===== src/rtl/ti_packet_receiver_if.sv =====
// Router-side flit port plus header and payload streams of the task-injector receiver.
interface ti_packet_receiver_if #(
    parameter int FLIT_SIZE = 32
);
    logic                 rx_i;
    logic [FLIT_SIZE-1:0] data_i;
    logic                 credit_o;
    logic                 hdr_valid_o;
    logic                 hdr_ready_i;
    logic [31:0]          service_o;
    logic [31:0]          producer_o;
    logic [31:0]          consumer_o;
    logic [31:0]          source_o;
    logic [31:0]          msg_len_o;
    logic                 pl_valid_o;
    logic                 pl_ready_i;
    logic [FLIT_SIZE-1:0] pl_data_o;
    logic                 pl_last_o;
    logic                 err_o;

    modport master (
        output rx_i, data_i, hdr_ready_i, pl_ready_i,
        input  credit_o, hdr_valid_o, service_o, producer_o, consumer_o, source_o,
               msg_len_o, pl_valid_o, pl_data_o, pl_last_o, err_o
    );

    modport slave (
        input  rx_i, data_i, hdr_ready_i, pl_ready_i,
        output credit_o, hdr_valid_o, service_o, producer_o, consumer_o, source_o,
               msg_len_o, pl_valid_o, pl_data_o, pl_last_o, err_o
    );
endinterface


===== src/rtl/ti_packet_receiver.sv =====
// NoC receiver: checks framing, decodes the service header, streams or drops the payload.
// Optional TI_RX_STATS_EN adds saturating packet / drop counters.
module ti_packet_receiver #(
    parameter int HEADER_SIZE = 13,
    parameter int FLIT_SIZE   = 32
) (
    input  logic clk_i,
    input  logic rst_ni,
    ti_packet_receiver_if.slave bus
`ifdef TI_RX_STATS_EN
    ,
    output logic [31:0] rx_pkts_o,
    output logic [31:0] rx_drops_o
`endif
);
    localparam int IDX_W = $clog2(HEADER_SIZE);

    typedef enum logic [2:0] {
        S_IDLE, S_SIZE, S_HEADER, S_HDR_OUT, S_PAYLOAD, S_DROP
    } state_t;

    state_t state, state_nxt;

    logic [31:0]          cnt, cnt_dec, flit;
    logic [IDX_W-1:0]     idx;
    logic [31:0]          service_q, producer_q, consumer_q, source_q, msg_len_q;
    logic [FLIT_SIZE-1:0] pl_data_q;
    logic                 pl_valid_q, pl_last_q, err_q;
    logic                 credit_st, credit, xfer, err_set, hdr_last, svc_known, handoff;

    assign flit     = 32'(bus.data_i);
    assign cnt_dec  = (cnt != 32'd0) ? cnt - 32'd1 : cnt;
    assign hdr_last = (idx == IDX_W'(HEADER_SIZE - 1));
    assign handoff  = pl_valid_q && bus.pl_ready_i;

    // Service word is captured at index 0, long before the last header index.
    always_comb begin
        case (service_q)
            32'h0, 32'h1, 32'h26, 32'h31, 32'h34: svc_known = 1'b1;
            default:                              svc_known = 1'b0;
        endcase
    end

    always_ff @(posedge clk_i or negedge rst_ni) begin
        if (!rst_ni) state <= S_IDLE;
        else         state <= state_nxt;
    end

    always_comb begin
        state_nxt = state;
        credit_st = 1'b0;
        case (state)
            S_IDLE, S_SIZE, S_HEADER, S_DROP: credit_st = 1'b1;
            // Counter at 0 means the last flit is already held: refuse the next packet.
            S_PAYLOAD: credit_st = (cnt != 32'd0) && (!pl_valid_q || bus.pl_ready_i);
            default:   credit_st = 1'b0;
        endcase
        credit  = credit_st && rst_ni;
        xfer    = bus.rx_i && credit;
        err_set = 1'b0;
        case (state)
            S_IDLE: if (xfer) state_nxt = S_SIZE;
            S_SIZE: if (xfer) begin
                if (flit < 32'(HEADER_SIZE)) err_set = 1'b1;
                if (flit == 32'd0)                 state_nxt = S_IDLE;
                else if (flit < 32'(HEADER_SIZE))  state_nxt = S_DROP;
                else                               state_nxt = S_HEADER;
            end
            S_HEADER: if (xfer && hdr_last) begin
                if (svc_known) state_nxt = S_HDR_OUT;
                else begin
                    err_set   = 1'b1;
                    state_nxt = (cnt_dec != 32'd0) ? S_DROP : S_IDLE;
                end
            end
            S_HDR_OUT: if (bus.hdr_ready_i) state_nxt = (cnt != 32'd0) ? S_PAYLOAD : S_IDLE;
            S_PAYLOAD: if (handoff && pl_last_q) state_nxt = S_IDLE;
            S_DROP:    if (xfer && cnt_dec == 32'd0) state_nxt = S_IDLE;
            default:   state_nxt = S_IDLE;
        endcase
    end

    always_ff @(posedge clk_i or negedge rst_ni) begin
        if (!rst_ni) begin
            cnt        <= '0;
            idx        <= '0;
            service_q  <= '0;
            producer_q <= '0;
            consumer_q <= '0;
            source_q   <= '0;
            msg_len_q  <= '0;
            pl_data_q  <= '0;
            pl_valid_q <= 1'b0;
            pl_last_q  <= 1'b0;
            err_q      <= 1'b0;
        end else begin
            err_q <= err_set;
            case (state)
                S_SIZE: if (xfer) begin
                    cnt <= flit;
                    idx <= '0;
                end
                S_HEADER: if (xfer) begin
                    cnt <= cnt_dec;
                    idx <= idx + IDX_W'(1);
                    if (idx == IDX_W'(0)) service_q  <= flit;
                    if (idx == IDX_W'(1)) producer_q <= flit;
                    if (idx == IDX_W'(2)) consumer_q <= flit;
                    if (idx == IDX_W'(3)) source_q   <= flit;
                    if (idx == IDX_W'(8)) msg_len_q  <= flit;
                end
                S_PAYLOAD: if (xfer) begin
                    pl_data_q  <= bus.data_i;
                    pl_valid_q <= 1'b1;
                    pl_last_q  <= (cnt == 32'd1);
                    cnt        <= cnt_dec;
                end else if (handoff) begin
                    pl_valid_q <= 1'b0;
                    pl_last_q  <= 1'b0;
                end
                S_DROP: if (xfer) cnt <= cnt_dec;
                default: ;
            endcase
        end
    end

`ifdef TI_RX_STATS_EN
    always_ff @(posedge clk_i or negedge rst_ni) begin
        if (!rst_ni) begin
            rx_pkts_o  <= '0;
            rx_drops_o <= '0;
        end else begin
            if (state_nxt == S_HDR_OUT && state != S_HDR_OUT && rx_pkts_o != 32'hFFFF_FFFF)
                rx_pkts_o <= rx_pkts_o + 32'd1;
            if (err_set && rx_drops_o != 32'hFFFF_FFFF)
                rx_drops_o <= rx_drops_o + 32'd1;
        end
    end
`endif

    assign bus.credit_o    = credit;
    assign bus.hdr_valid_o = (state == S_HDR_OUT);
    assign bus.service_o   = service_q;
    assign bus.producer_o  = producer_q;
    assign bus.consumer_o  = consumer_q;
    assign bus.source_o    = source_q;
    assign bus.msg_len_o   = msg_len_q;
    assign bus.pl_valid_o  = pl_valid_q;
    assign bus.pl_data_o   = pl_data_q;
    assign bus.pl_last_o   = pl_last_q;
    assign bus.err_o       = err_q;
endmodule


===== src/flat_wrapper.sv =====
// flat-port wrapper written by rule: the top's interface ports become plain ports
module ti_packet_receiver_flat 
#(
    parameter int HEADER_SIZE = 13,
    parameter int FLIT_SIZE   = 32
)
  (clk_i, rst_ni, bus_rx_i, bus_data_i, bus_hdr_ready_i, bus_pl_ready_i, bus_credit_o, bus_hdr_valid_o, bus_service_o, bus_producer_o, bus_consumer_o, bus_source_o, bus_msg_len_o, bus_pl_valid_o, bus_pl_data_o, bus_pl_last_o, bus_err_o);
  ti_packet_receiver_if #(.FLIT_SIZE(FLIT_SIZE)) bus_i ();
  input  logic clk_i;
  input  logic rst_ni;
  input wire logic [$bits(bus_i.rx_i)-1:0] bus_rx_i;
  input wire logic [$bits(bus_i.data_i)-1:0] bus_data_i;
  input wire logic [$bits(bus_i.hdr_ready_i)-1:0] bus_hdr_ready_i;
  input wire logic [$bits(bus_i.pl_ready_i)-1:0] bus_pl_ready_i;
  output wire logic [$bits(bus_i.credit_o)-1:0] bus_credit_o;
  output wire logic [$bits(bus_i.hdr_valid_o)-1:0] bus_hdr_valid_o;
  output wire logic [$bits(bus_i.service_o)-1:0] bus_service_o;
  output wire logic [$bits(bus_i.producer_o)-1:0] bus_producer_o;
  output wire logic [$bits(bus_i.consumer_o)-1:0] bus_consumer_o;
  output wire logic [$bits(bus_i.source_o)-1:0] bus_source_o;
  output wire logic [$bits(bus_i.msg_len_o)-1:0] bus_msg_len_o;
  output wire logic [$bits(bus_i.pl_valid_o)-1:0] bus_pl_valid_o;
  output wire logic [$bits(bus_i.pl_data_o)-1:0] bus_pl_data_o;
  output wire logic [$bits(bus_i.pl_last_o)-1:0] bus_pl_last_o;
  output wire logic [$bits(bus_i.err_o)-1:0] bus_err_o;
  assign bus_i.rx_i = bus_rx_i;
  assign bus_i.data_i = bus_data_i;
  assign bus_i.hdr_ready_i = bus_hdr_ready_i;
  assign bus_i.pl_ready_i = bus_pl_ready_i;
  assign bus_credit_o = bus_i.credit_o;
  assign bus_hdr_valid_o = bus_i.hdr_valid_o;
  assign bus_service_o = bus_i.service_o;
  assign bus_producer_o = bus_i.producer_o;
  assign bus_consumer_o = bus_i.consumer_o;
  assign bus_source_o = bus_i.source_o;
  assign bus_msg_len_o = bus_i.msg_len_o;
  assign bus_pl_valid_o = bus_i.pl_valid_o;
  assign bus_pl_data_o = bus_i.pl_data_o;
  assign bus_pl_last_o = bus_i.pl_last_o;
  assign bus_err_o = bus_i.err_o;
  ti_packet_receiver #(.HEADER_SIZE(HEADER_SIZE), .FLIT_SIZE(FLIT_SIZE)) u_core (.clk_i(clk_i), .rst_ni(rst_ni), .bus(bus_i));
endmodule

===== config.mk =====
export PLATFORM = sky130hd
export DESIGN_NAME = ti_packet_receiver_flat
export DESIGN_NICKNAME = d
export VERILOG_FILES = /design/src/rtl/ti_packet_receiver_if.sv /design/src/rtl/ti_packet_receiver.sv /design/src/flat_wrapper.sv
export SDC_FILE = /design/constraint.sdc
export NUM_CORES = 1
export LEC_CHECK = 0
export BUFFER_PORTS_ARGS = -buffer_cell sky130_fd_sc_hd__buf_2
export CAP_MARGIN = 15
export CORE_MARGIN = 1.5
export CORE_UTILIZATION = 49
export DETAILED_ROUTE_END_ITERATION = 6
export GPL_ROUTABILITY_DRIVEN = 1
export GPL_TIMING_DRIVEN = 0
export MAX_ROUTING_LAYER = met4
export PLACE_DENSITY = 0.77
export SYNTH_ARGS = -nofsm -noshare
export SYNTH_HDL_FRONTEND = slang
export SYNTH_SLANG_ARGS = --single-unit
export TNS_END_PERCENT = 20

===== constraint.sdc =====
create_clock -name clk_i -period 3.6 [get_ports clk_i]
set_clock_uncertainty 0.1 [all_clocks]
set_input_delay 0.54 -clock clk_i [delete_from_list [all_inputs] [get_ports clk_i]]
set_output_delay 0.54 -clock clk_i [all_outputs]
set_load 0.03 [all_outputs]

==> flow_summary_export.csv, run 1 <==
group,metric,value,unit
sta,fin_worst_hold_slack,0.219,ns
global_route,grt_max_degree,97,
worst_setup_path,cp-end-kind,"primary output",
pwr,power_switching_share,0.433,
worst_setup_path,path_cells,"inv_4, ha_4, or3b_4, nor3_4, or4b_4, a21oi_4, o22ai_2, and2_1, buf_2",
pwr,cellPowerDensity,918,nW/um^2
synthesis,post_synthesis_average_cell_area,12.1,sq um
worst_setup_path,crit_type,"reg -> out",
pwr,total_switching_power,5.29,mW
synthesis,synth.net_count,917,
worst_setup_path,worstPathMaxFanout,5,
clock_tree,clk_pin_slew,0.07,ns
sta,worst_slew_pin_slew,0.785,ns
pwr,seq_power_share,0.352,
sta,max_slew_headroom_at_the_worst_pin,0.472,
layout,areaGrowthSynthToFinish,26.3,%
pwr,share_comb_of_total_power,0.424,
synthesis,post_synth_instance_area,10500,sq um
detailed_routing,via_cell_ratio,6.03,
pwr,total_leakage_power,6.48,nW
run_status,run_status,"finished, final reports clean",
hold_path,min-delay-path-class,"in -> reg",
synthesis,netlist-cell-type-count,58,
synthesis,ys_seq_elements,234,
worst_setup_path,critPathRequiredTime,2.96,ns
detailed_routing,detail_route.drc_violations,0,
detailed_routing,first_pass_iters,6,
clock_tree,cts_htree_levels,1,
global_route,global_route.overflow_total,0,
sta,fmaxAchievable,0.279,GHz
pwr,peakVddDrop,562,uV
sta,final_cycle_share,0.995,
clock_tree,cts_inserted_buffers,25,
layout,drive_above_1_share,0.450,
layout,diodes,0,
clock_tree,clock_insertion_delay_worst_skew,0.54,ns
worst_setup_path,crit_path_max_incr_delay,0.55,ns
synthesis,syn-instance-count,874,
sta,total_setup_violations_reported_at_the_end_of_the_flow,0,
worst_setup_path,crit_path_start_kind,"flip-flop",
sta,grt_setup_unrepaired,"yes",
floorplan,design.core.area,21100,sq um
global_route,via_count_of_the_first_global_routing_pass,8968,
layout,layout.cells.most_common,"buf_2",
placement,finalWeightedCongestion,0.965,
placement,numPortBuffers,233,
sta,post-route-min-period,3.58,ns
clock_tree,tritoncts_num_sinks,234,
sta,pins_over_slew_limit,0,
global_route,antenna_found_initial,0,
pwr,p_int,6.92,mW
detailed_routing,postRouteWirelength,33.3,mm
detailed_routing,num_vias,8732,
floorplan,ios,234,
floorplan,die_w,150,microns
layout,final_nets,1197,
synthesis,ys_dominant_reg_cell,"dfrtp_1",
synthesis,synth-async-reset-ratio,1.00,
floorplan,dieArea,22400,sq um
global_route,grt.total_usage,0.313,
synthesis,synth_seq_area_share,0.556,
layout,fin_area,13300,sq um
floorplan,fp-row-count,53,
detailed_routing,postRouteAntennaNets,0,
clock_tree,tritoncts,"done",
synthesis,count_of_flip_flops_with_a_built_in_enable_after_synthesis,0,
flow_run,max_cap_viol_count,0,
worst_setup_path,path_delay_family,"simple AND/OR/NAND/NOR gates",
clock_tree,cts.path.max_buffers,3,
floorplan,floorplan.initialDensity,0.500,
worst_setup_path,worst_ep_arrival_time,2.94,ns
synthesis,yosysWarnings,0,
placement,dpl.hpwl,23.3,mm
worst_setup_path,slowest_stage,"or4b_4",
layout,layout.cells.most_common_list,"buf_2 (235), dfrtp_1 (232), mux2_2 (192)",
detailed_routing,route.detailed.wl_per_inst,23.0,microns
clock_tree,library_cell_used_as_clock_root_buffer,"clkbuf_16",
placement,placedInstanceArea,12100,sq um
detailed_routing,detailedRoute.firstIterationViolations,698,
worst_setup_path,cp.buffers_inverters,2,
global_route,grt_pass1_wl,51.7,mm
floorplan,dieHeight,150,microns
pwr,pwr-share-clk,0.224,
sta,timing_hold_violations_final,0,
[metrics by stage]
step,std cells,setup TNS [ns],power [mW],setup WS (ns),utilization
2_1_floorplan,874,0,7.52,0.0666,-
3_3_place_gp,1382,-1490.79,9.13,-4.78,0.571
3_5_place_dp,1386,-32.86,9.26,-0.772,0.575
4_1_cts,1448,0,12.2,0.000562,0.629
5_1_grt,1448,-0.172,12.8,-0.0906,0.631
6_report,1448,0,12.2,0.0175,0.631
[tightest hold or removal path: stages]
cell and delay [ns]:
buf_2 0.12, nand2_1 0.05, a21o_1 0.11
[state kept, by name, indices dropped and copies added, names as in the netlist]
signal	cells
u_core.state	3
u_core.bus.producer_o	32
u_core.bus.consumer_o	32
u_core.bus.pl_valid_o	1
u_core.idx	4
u_core.bus.msg_len_o	32
u_core.bus.service_o	32
u_core.bus.pl_last_o	1
u_core.bus.err_o	1
u_core.bus.source_o	32
u_core.cnt	32
u_core.bus.pl_data_o	32
[cells in the mapped netlist (10+ instances only)]
cell	number	share of area
nand4_1	14	0.0083
nor4_1	32	0.019
o21ai_0	40	0.019
nand2_1	46	0.016
buf_1	12	0.0043
a31oi_1	10	0.0059
nor2_1	46	0.016
a21oi_1	39	0.019
nor3_1	21	0.010
mux2_2	192	0.21
nand3_1	19	0.0090
dfrtp_1	234	0.56
clkbuf_1	38	0.014
or3_1	12	0.0071
[kinds of logic (layout without fill, tap and decap cells)]
group / count (synthesis) / after routing / share of synthesized area
flops: 234 / 234 / 0.556
simple gates: 224 / 224 / 0.114
mux: 192 / 192 / 0.205
compound gates: 151 / 151 / 0.0908
buf+inv: 62 / 361 / 0.0231
fa+ha+maj: 6 / 6 / 0.00712
xor+xnor: 5 / 5 / 0.00415
[layer usage]
layer / up-vias / share of wire / global-route usage
li1: 3797 / - / -
met1: 4393 / 0.40 / 0.403
met2: 437 / 0.47 / 0.475
met3: 105 / 0.084 / 0.0735
met4: 0 / 0.041 / 0.136
met5: - / 0 / -
[layout make-up]
cell class              count  area [sq um]
clock buffers              34           719
clock inverters            12           165
repair buffers            258          1420
inverters                  10          40.0
multi-input cells         578          4570
flip-flops and latches    234          5860
well taps                 275           344
plain buffers              47           195
fillers                  1675          7780
[power by group through the flow]
stage / logic [mW] / registers [mW] / clock network [mW]
CTS: 5.19 / 4.23 / 2.77
global route: 5.50 / 4.42 / 2.88
detailed placement: 5.02 / 4.25 / 0
floorplan: 1.96 / 5.55 / 0
finish: 5.18 / 4.29 / 2.73
global placement: 4.93 / 4.20 / 0
[path summary, 6_finish.rpt]
kind	from	to	slack, ns	cells after the start
max	u_core.cnt[0]	bus_credit_o	0.02	9
min	bus_pl_ready_i	u_core.bus.pl_valid_o	0.22	3
max reg2reg	u_core.cnt[4]	u_core.state[0]	0.06	9
min reg2reg	u_core.bus.producer_o[25]	u_core.bus.producer_o[25]	0.40	1
max in group asynchronous	rst_ni	u_core.bus.consumer_o[19]	2.38	3
min in group asynchronous	rst_ni	u_core.bus.msg_len_o[3]	0.53	3
[what timing repair did]
| item | 4_1_cts | 5_1_grt |
|---|---|---|
| gates resized for setup | 26 | 10 |
| endpoints found under the setup margin | 69 | 46 |
| pin swaps | 7 | 3 |
| cloned | 0 | 0 |
| endpoints found under the hold margin | 56 | 0 |
| buffers inserted | 15 | 4 |
| hold buffers | 2 | 0 |
(Power assumes the default switching activity.)
==> run 2, diff against run 1 <==
Settings changed: CAP_MARGIN 15 to 10, CORE_ASPECT_RATIO set to 1.2, CORE_MARGIN 1.5 to not set.
==> run 2 against run 1 <==
Against the previous run: the run now ends with hold timing, setup timing left; sequential power hardly changed; global-route usage decreased by 1.0 points; largest cell class unchanged; setup slack got worse by 0.041 ns; cell count is 1.0% lower; sequential share of layout area rose by 0.75 points; critical path depth grew 2; die area is 1.3% lower.
==> flow_summary_export.csv, run 2 (synthesis gave the netlist of run 1 again) <==
group,metric,value,unit
sta,final_cycle_share,1.01,
worst_setup_path,slowest_stage,"or4b_4",
floorplan,dieHeight,163,microns
clock_tree,cts.path.max_buffers,3,
clock_tree,cts_htree_levels,1,
worst_setup_path,worstPathMaxFanout,10,
sta,pins_over_slew_limit,0,
global_route,antenna_found_initial,0,
detailed_routing,wl_met1,13.1,mm
detailed_routing,via_cell_ratio,6.01,
floorplan,design.core.area,21000,sq um
detailed_routing,met2_wirelength,15.7,mm
pwr,peakVddDrop,588,uV
floorplan,dieArea,22100,sq um
sta,post-route-min-period,3.62,ns
pwr,share_comb_of_total_power,0.436,
detailed_routing,detail_route.drc_violations,0,
global_route,global_route.overflow_total,0,
sta,grt_setup_unrepaired,"yes",
run_status,violated_checks,"hold timing, setup timing",
sta,fmaxAchievable,0.276,GHz
worst_setup_path,crit_path_start_kind,"flip-flop",
clock_tree,tritoncts,"done",
floorplan,fp-row-count,58,
pwr,seq_power_share,0.364,
sta,max_slew_headroom_at_the_worst_pin,0.334,
global_route,grt.total_usage,0.303,
detailed_routing,postRouteWirelength,32.4,mm
layout,utilization,0.622,
layout,layout.filler_cells,1698,
sta,total_setup_violations_reported_at_the_end_of_the_flow,2,
worst_setup_path,crit_path_max_incr_delay,0.58,ns
layout,multi_input_comb_area,4560,sq um
placement,dpl.hpwl,22.9,mm
floorplan,ios,234,
detailed_routing,num_vias,8614,
layout,layout.cells.most_common,"buf_2",
detailed_routing,first_pass_iters,5,
detailed_routing,route.met3.wl,2.30,mm
detailed_routing,postRouteAntennaNets,0,
global_route,grt_pass1_wl,49.4,mm
global_route,via_count_of_the_first_global_routing_pass,8488,
hold_path,min-delay-path-class,"in -> async",
detailed_routing,highest-signal-layer,"met4",
clock_tree,library_cell_used_as_clock_root_buffer,"clkbuf_16",
placement,numPortBuffers,233,
placement,finalWeightedCongestion,0.972,
layout,final_nets,1189,
layout,register_area,5860,sq um
worst_setup_path,worst_ep_arrival_time,3.93,ns
layout,layout.cells.most_common_list,"buf_2 (234), dfrtp_1 (232), mux2_2 (192)",
run_status,run_status,"finished, violations left",
worst_setup_path,path_cells,"clkbuf_1, nor4_4, nand2_1, or4b_4, buf_4, buf_6, a311oi_2, a31oi_1, or3_4, or4_1, o2bb2ai_1",
pwr,pwr-share-clk,0.200,
layout,areaGrowthSynthToFinish,24.2,%
pwr,p_int,6.58,mW
placement,post-place-ws,-0.666,ns
pwr,total_leakage_power,6.36,nW
worst_setup_path,critPathRequiredTime,3.91,ns
pwr,power_switching_share,0.443,
worst_setup_path,cp.buffers_inverters,3,
pwr,total_switching_power,5.24,mW
sta,final_critical_path_setup_slack,-0.0235,ns
clock_tree,clk_pin_slew,0.07,ns
sta,worst_slew_pin_slew,0.989,ns
detailed_routing,detailedRoute.firstIterationViolations,701,
clock_tree,tritoncts_num_sinks,234,
worst_setup_path,path_delay_family,"simple AND/OR/NAND/NOR gates",
detailed_routing,route.detailed.wl_per_inst,22.6,microns
worst_setup_path,cp-end-kind,"flip-flop",
flow_run,max_cap_viol_count,0,
layout,diodes,0,
worst_setup_path,crit_type,"reg -> reg",
floorplan,floorplan.initialDensity,0.501,
clock_tree,clock_insertion_delay_worst_skew,0.53,ns
global_route,grt_max_degree,127,
floorplan,die_w,136,microns
pwr,cellPowerDensity,904,nW/um^2
layout,drive_above_1_share,0.439,
sta,timing_hold_violations_final,15,
clock_tree,cts_inserted_buffers,23,
sta,fin_worst_hold_slack,-0.0198,ns
[run 2: metrics by stage]
| step | cell area (sq um) | power, mW | TNS (ns) | std cells |
|---|---|---|---|---|
| after global routing | 13100 | 12.3 | -1.04 | 1433 |
| final | 13100 | 11.8 | -0.0418 | 1433 |
| after global placement | 12000 | 9.14 | -1500.99 | 1377 |
| after detailed placement | 12100 | 9.27 | -47.45 | 1381 |
| after floorplan | 10500 | 7.52 | 0 | 874 |
| after CTS | 13100 | 11.8 | 0 | 1432 |
[run 2: worst paths after layout]
path	to	startpoint	depth (start not counted)	slack, ns
setup reg to reg	u_core.state[0]	u_core.cnt[4]	11	-0.02
setup / recovery	u_core.state[0]	u_core.cnt[4]	11	-0.02
hold reg to reg	u_core.bus.source_o[15]	u_core.bus.source_o[15]	1	0.40
min in group clk_i	u_core.bus.pl_valid_o	bus_pl_ready_i	3	0.23
hold / removal	u_core.bus.source_o[3]	rst_ni	2	-0.02
max in group asynchronous	u_core.bus.producer_o[16]	rst_ni	3	2.42
[run 2: layout make-up]
class | count | share of cell area
Inverter | 10 | 0.00287
Buffer | 49 | 0.0154
Clock buffer | 36 | 0.0523
Sequential cell | 234 | 0.448
Clock inverter | 6 | 0.00449
Timing Repair Buffer | 250 | 0.103
Tap cell | 270 | 0.0258
Multi-Input combinational cell | 578 | 0.349
[run 2: what timing repair did]
action	CTS	global route
setup endpoints to repair	69	46
hold buffers	1	0
hold endpoints to repair	1	0
setup buffers	10	2
gates resized for setup	23	11
pin swaps	4	0
[run 2: power groups by stage]
stage          Combinational [mW]  Clock, mW  Sequential [mW]
2_1_floorplan                1.96          0             5.55
5_1_grt                      5.43       2.50             4.41
4_1_cts                      5.12       2.41             4.26
6_report                     5.15       2.37             4.30
3_5_place_dp                 5.02          0             4.25
3_3_place_gp                 4.94          0             4.20
[run 2: per-layer routing]
metal,GRT usage,vias up
met3,0.0573,97
met4,0.127,0
met5,-,-
met2,0.473,400
li1,-,3776
met1,0.387,4341
==> run 3, diff against run 2 <==
Settings changed: CORE_UTILIZATION 49 to 54, PLACE_DENSITY 0.77 to 0.81.
Clock period 3.6 ns to 3.4 ns, I/O delays scaled along.
==> run 3 against run 2 <==
Against the previous run: the run ends with setup timing left; power rose by 8.4%; via count increased by 3.3%; sequential share of layout area shrank 0.62 points; cell count is 0.56% lower; die area shrank 9.1%; critical path depth is 4 lower; sequential power up 6.7%; global-route usage rose by 4.6 points; hold slack improved by 0.21 ns; first-iteration DRC count fell by 11%; count of clock-buffer cells in the layout unchanged; largest power group unchanged; highest routed layer unchanged.
==> flow_summary_export.csv, run 3 (synthesis gave the netlist of run 1 again) <==
group,metric,value,unit
run_status,run_status,"finished, violations left",
run_status,violated_checks,"setup timing",
global_route,grt_max_degree,98,
sta,total_setup_violations_reported_at_the_end_of_the_flow,2,
layout,layout.cells.most_common_list,"buf_2 (231), dfrtp_1 (231), mux2_2 (192)",
worst_setup_path,slowest_stage,"or4b_4",
pwr,total_leakage_power,6.47,nW
detailed_routing,via_cell_ratio,6.24,
clock_tree,library_cell_used_as_clock_root_buffer,"clkbuf_16",
floorplan,dieHeight,155,microns
floorplan,fp-row-count,55,
worst_setup_path,crit_path_start_kind,"flip-flop",
global_route,global_route.overflow_total,0,
sta,final_cycle_share,1.02,
floorplan,die_w,130,microns
sta,fmaxAchievable,0.289,GHz
detailed_routing,detail_route.drc_violations,0,
sta,fin_worst_hold_slack,0.193,ns
detailed_routing,postRouteAntennaNets,0,
sta,pins_over_slew_limit,0,
layout,areaGrowthSynthToFinish,25.9,%
pwr,peakVddDrop,712,uV
hold_path,min-delay-path-class,"in -> reg",
clock_tree,clk_pin_slew,0.06,ns
layout,drive_above_1_share,0.455,
placement,finalWeightedCongestion,0.978,
layout,diodes,0,
clock_tree,tritoncts_num_sinks,234,
floorplan,ios,234,
floorplan,floorplan.initialDensity,0.555,
floorplan,design.core.area,19000,sq um
clock_tree,tritoncts,"done",
detailed_routing,first_pass_iters,5,
worst_setup_path,cp.buffers_inverters,1,
worst_setup_path,worst_ep_arrival_time,2.86,ns
flow_run,max_cap_viol_count,0,
global_route,antenna_found_initial,0,
worst_setup_path,cp-end-kind,"primary output",
global_route,grt.total_usage,0.349,
pwr,cellPowerDensity,966,nW/um^2
global_route,grt_pass1_wl,51.1,mm
detailed_routing,postRouteWirelength,33.6,mm
layout,fin_area,13300,sq um
floorplan,dieArea,20100,sq um
global_route,via_count_of_the_first_global_routing_pass,8945,
sta,grt_setup_unrepaired,"yes",
placement,numPortBuffers,233,
detailed_routing,route.detailed.wl_per_inst,23.6,microns
worst_setup_path,path_delay_family,"simple AND/OR/NAND/NOR gates",
sta,max_slew_headroom_at_the_worst_pin,0.439,
placement,post-place-ws,-0.703,ns
worst_setup_path,crit_path_max_incr_delay,0.56,ns
worst_setup_path,crit_type,"reg -> out",
detailed_routing,detailedRoute.firstIterationViolations,623,
layout,final_nets,1196,
clock_tree,clock_insertion_delay_worst_skew,0.53,ns
placement,dpl.hpwl,23.0,mm
sta,timing_hold_violations_final,0,
worst_setup_path,path_cells,"or3_1, nand4bb_4, or4b_4, a21oi_4, o22ai_2, and2_4, buf_6",
clock_tree,cts_inserted_buffers,24,
sta,worst_slew_pin_slew,0.834,ns
detailed_routing,num_vias,8894,
worst_setup_path,critPathRequiredTime,2.79,ns
worst_setup_path,worstPathMaxFanout,5,
sta,final_critical_path_setup_slack,-0.0656,ns
sta,post-route-min-period,3.47,ns
placement,placedInstanceArea,12100,sq um
clock_tree,cts_htree_levels,1,
clock_tree,cts.path.max_buffers,3,
==> run 3: changes by cell type in the layout (fill, tap and decap cells not counted), sizes merged <==
| cell | change |
|---|---|
| buf | +4 |
| inv | -2 |
| bufinv | +2 |
| clkbuf | +2 |
| clkinv | -1 |
| clkinvlp | +1 |
==> run 3: layer usage <==
layer / vias to the layer above / wire, microns / track usage / part of all wire
met3: 118 / 2720 / 0.0719 / 0.081
met5: - / 0 / - / 0
li1: 3778 / - / - / -
met2: 506 / 16500 / 0.565 / 0.49
met4: 0 / 1580 / 0.173 / 0.047
met1: 4492 / 12800 / 0.415 / 0.38
==> run 3: worst min-delay path: stages <==
cell	delay (ns)
buf_2	0.12
nand2_1	0.05
a21o_1	0.10
==> run 3: final timing paths <==
path,slack [ns],from,to,cells past startpoint
setup reg to reg,-0.03,u_core.cnt[24],u_core.state[0],9
min in group asynchronous,0.52,rst_ni,u_core.bus.source_o[3],3
hold reg to reg,0.40,u_core.bus.pl_data_o[16],u_core.bus.pl_data_o[16],1
setup / recovery,-0.07,u_core.cnt[24],bus_credit_o,7
max in group asynchronous,1.83,rst_ni,u_core.bus.consumer_o[13],4
hold / removal,0.19,bus_pl_ready_i,u_core.bus.pl_valid_o,3
==> run 3: report_power, final <==
part | switching [mW] | total [mW] | internal, mW
clock network | 1.09 | 2.67 | 1.58
logic | 3.69 | 5.56 | 1.87
registers | 0.831 | 4.59 | 3.76
total | 5.61 | 12.8 | 7.21
==> run 3: what timing repair did <==
action	in CTS	in global routing
hold buffers	2	0
resized for setup	35	19
hold endpoints to repair	65	0
pin swaps	8	4
setup buffers	18	1
setup endpoints to repair	69	76
==> run 3: cell type report <==
class,instances,area [sq um]
fill,1401,5720
multi-input combinational,578,4610
timing repair buffer,258,1430
clock inverter,6,96.3
clock buffer,36,706
inverter,10,40.0
tap,256,320
buffer,47,210
sequential,234,5860
==> run 3: per-stage QoR <==
step	cells	setup TNS (ns)	power (mW)	utilization
global route	1425	-0.302	13.3	0.699
detailed placement	1367	-42.30	9.82	0.638
global placement	1363	-1566.99	9.66	0.634
CTS	1426	-0.108	12.7	0.696
finish	1425	-0.0940	12.8	0.699
floorplan	874	0	7.96	-
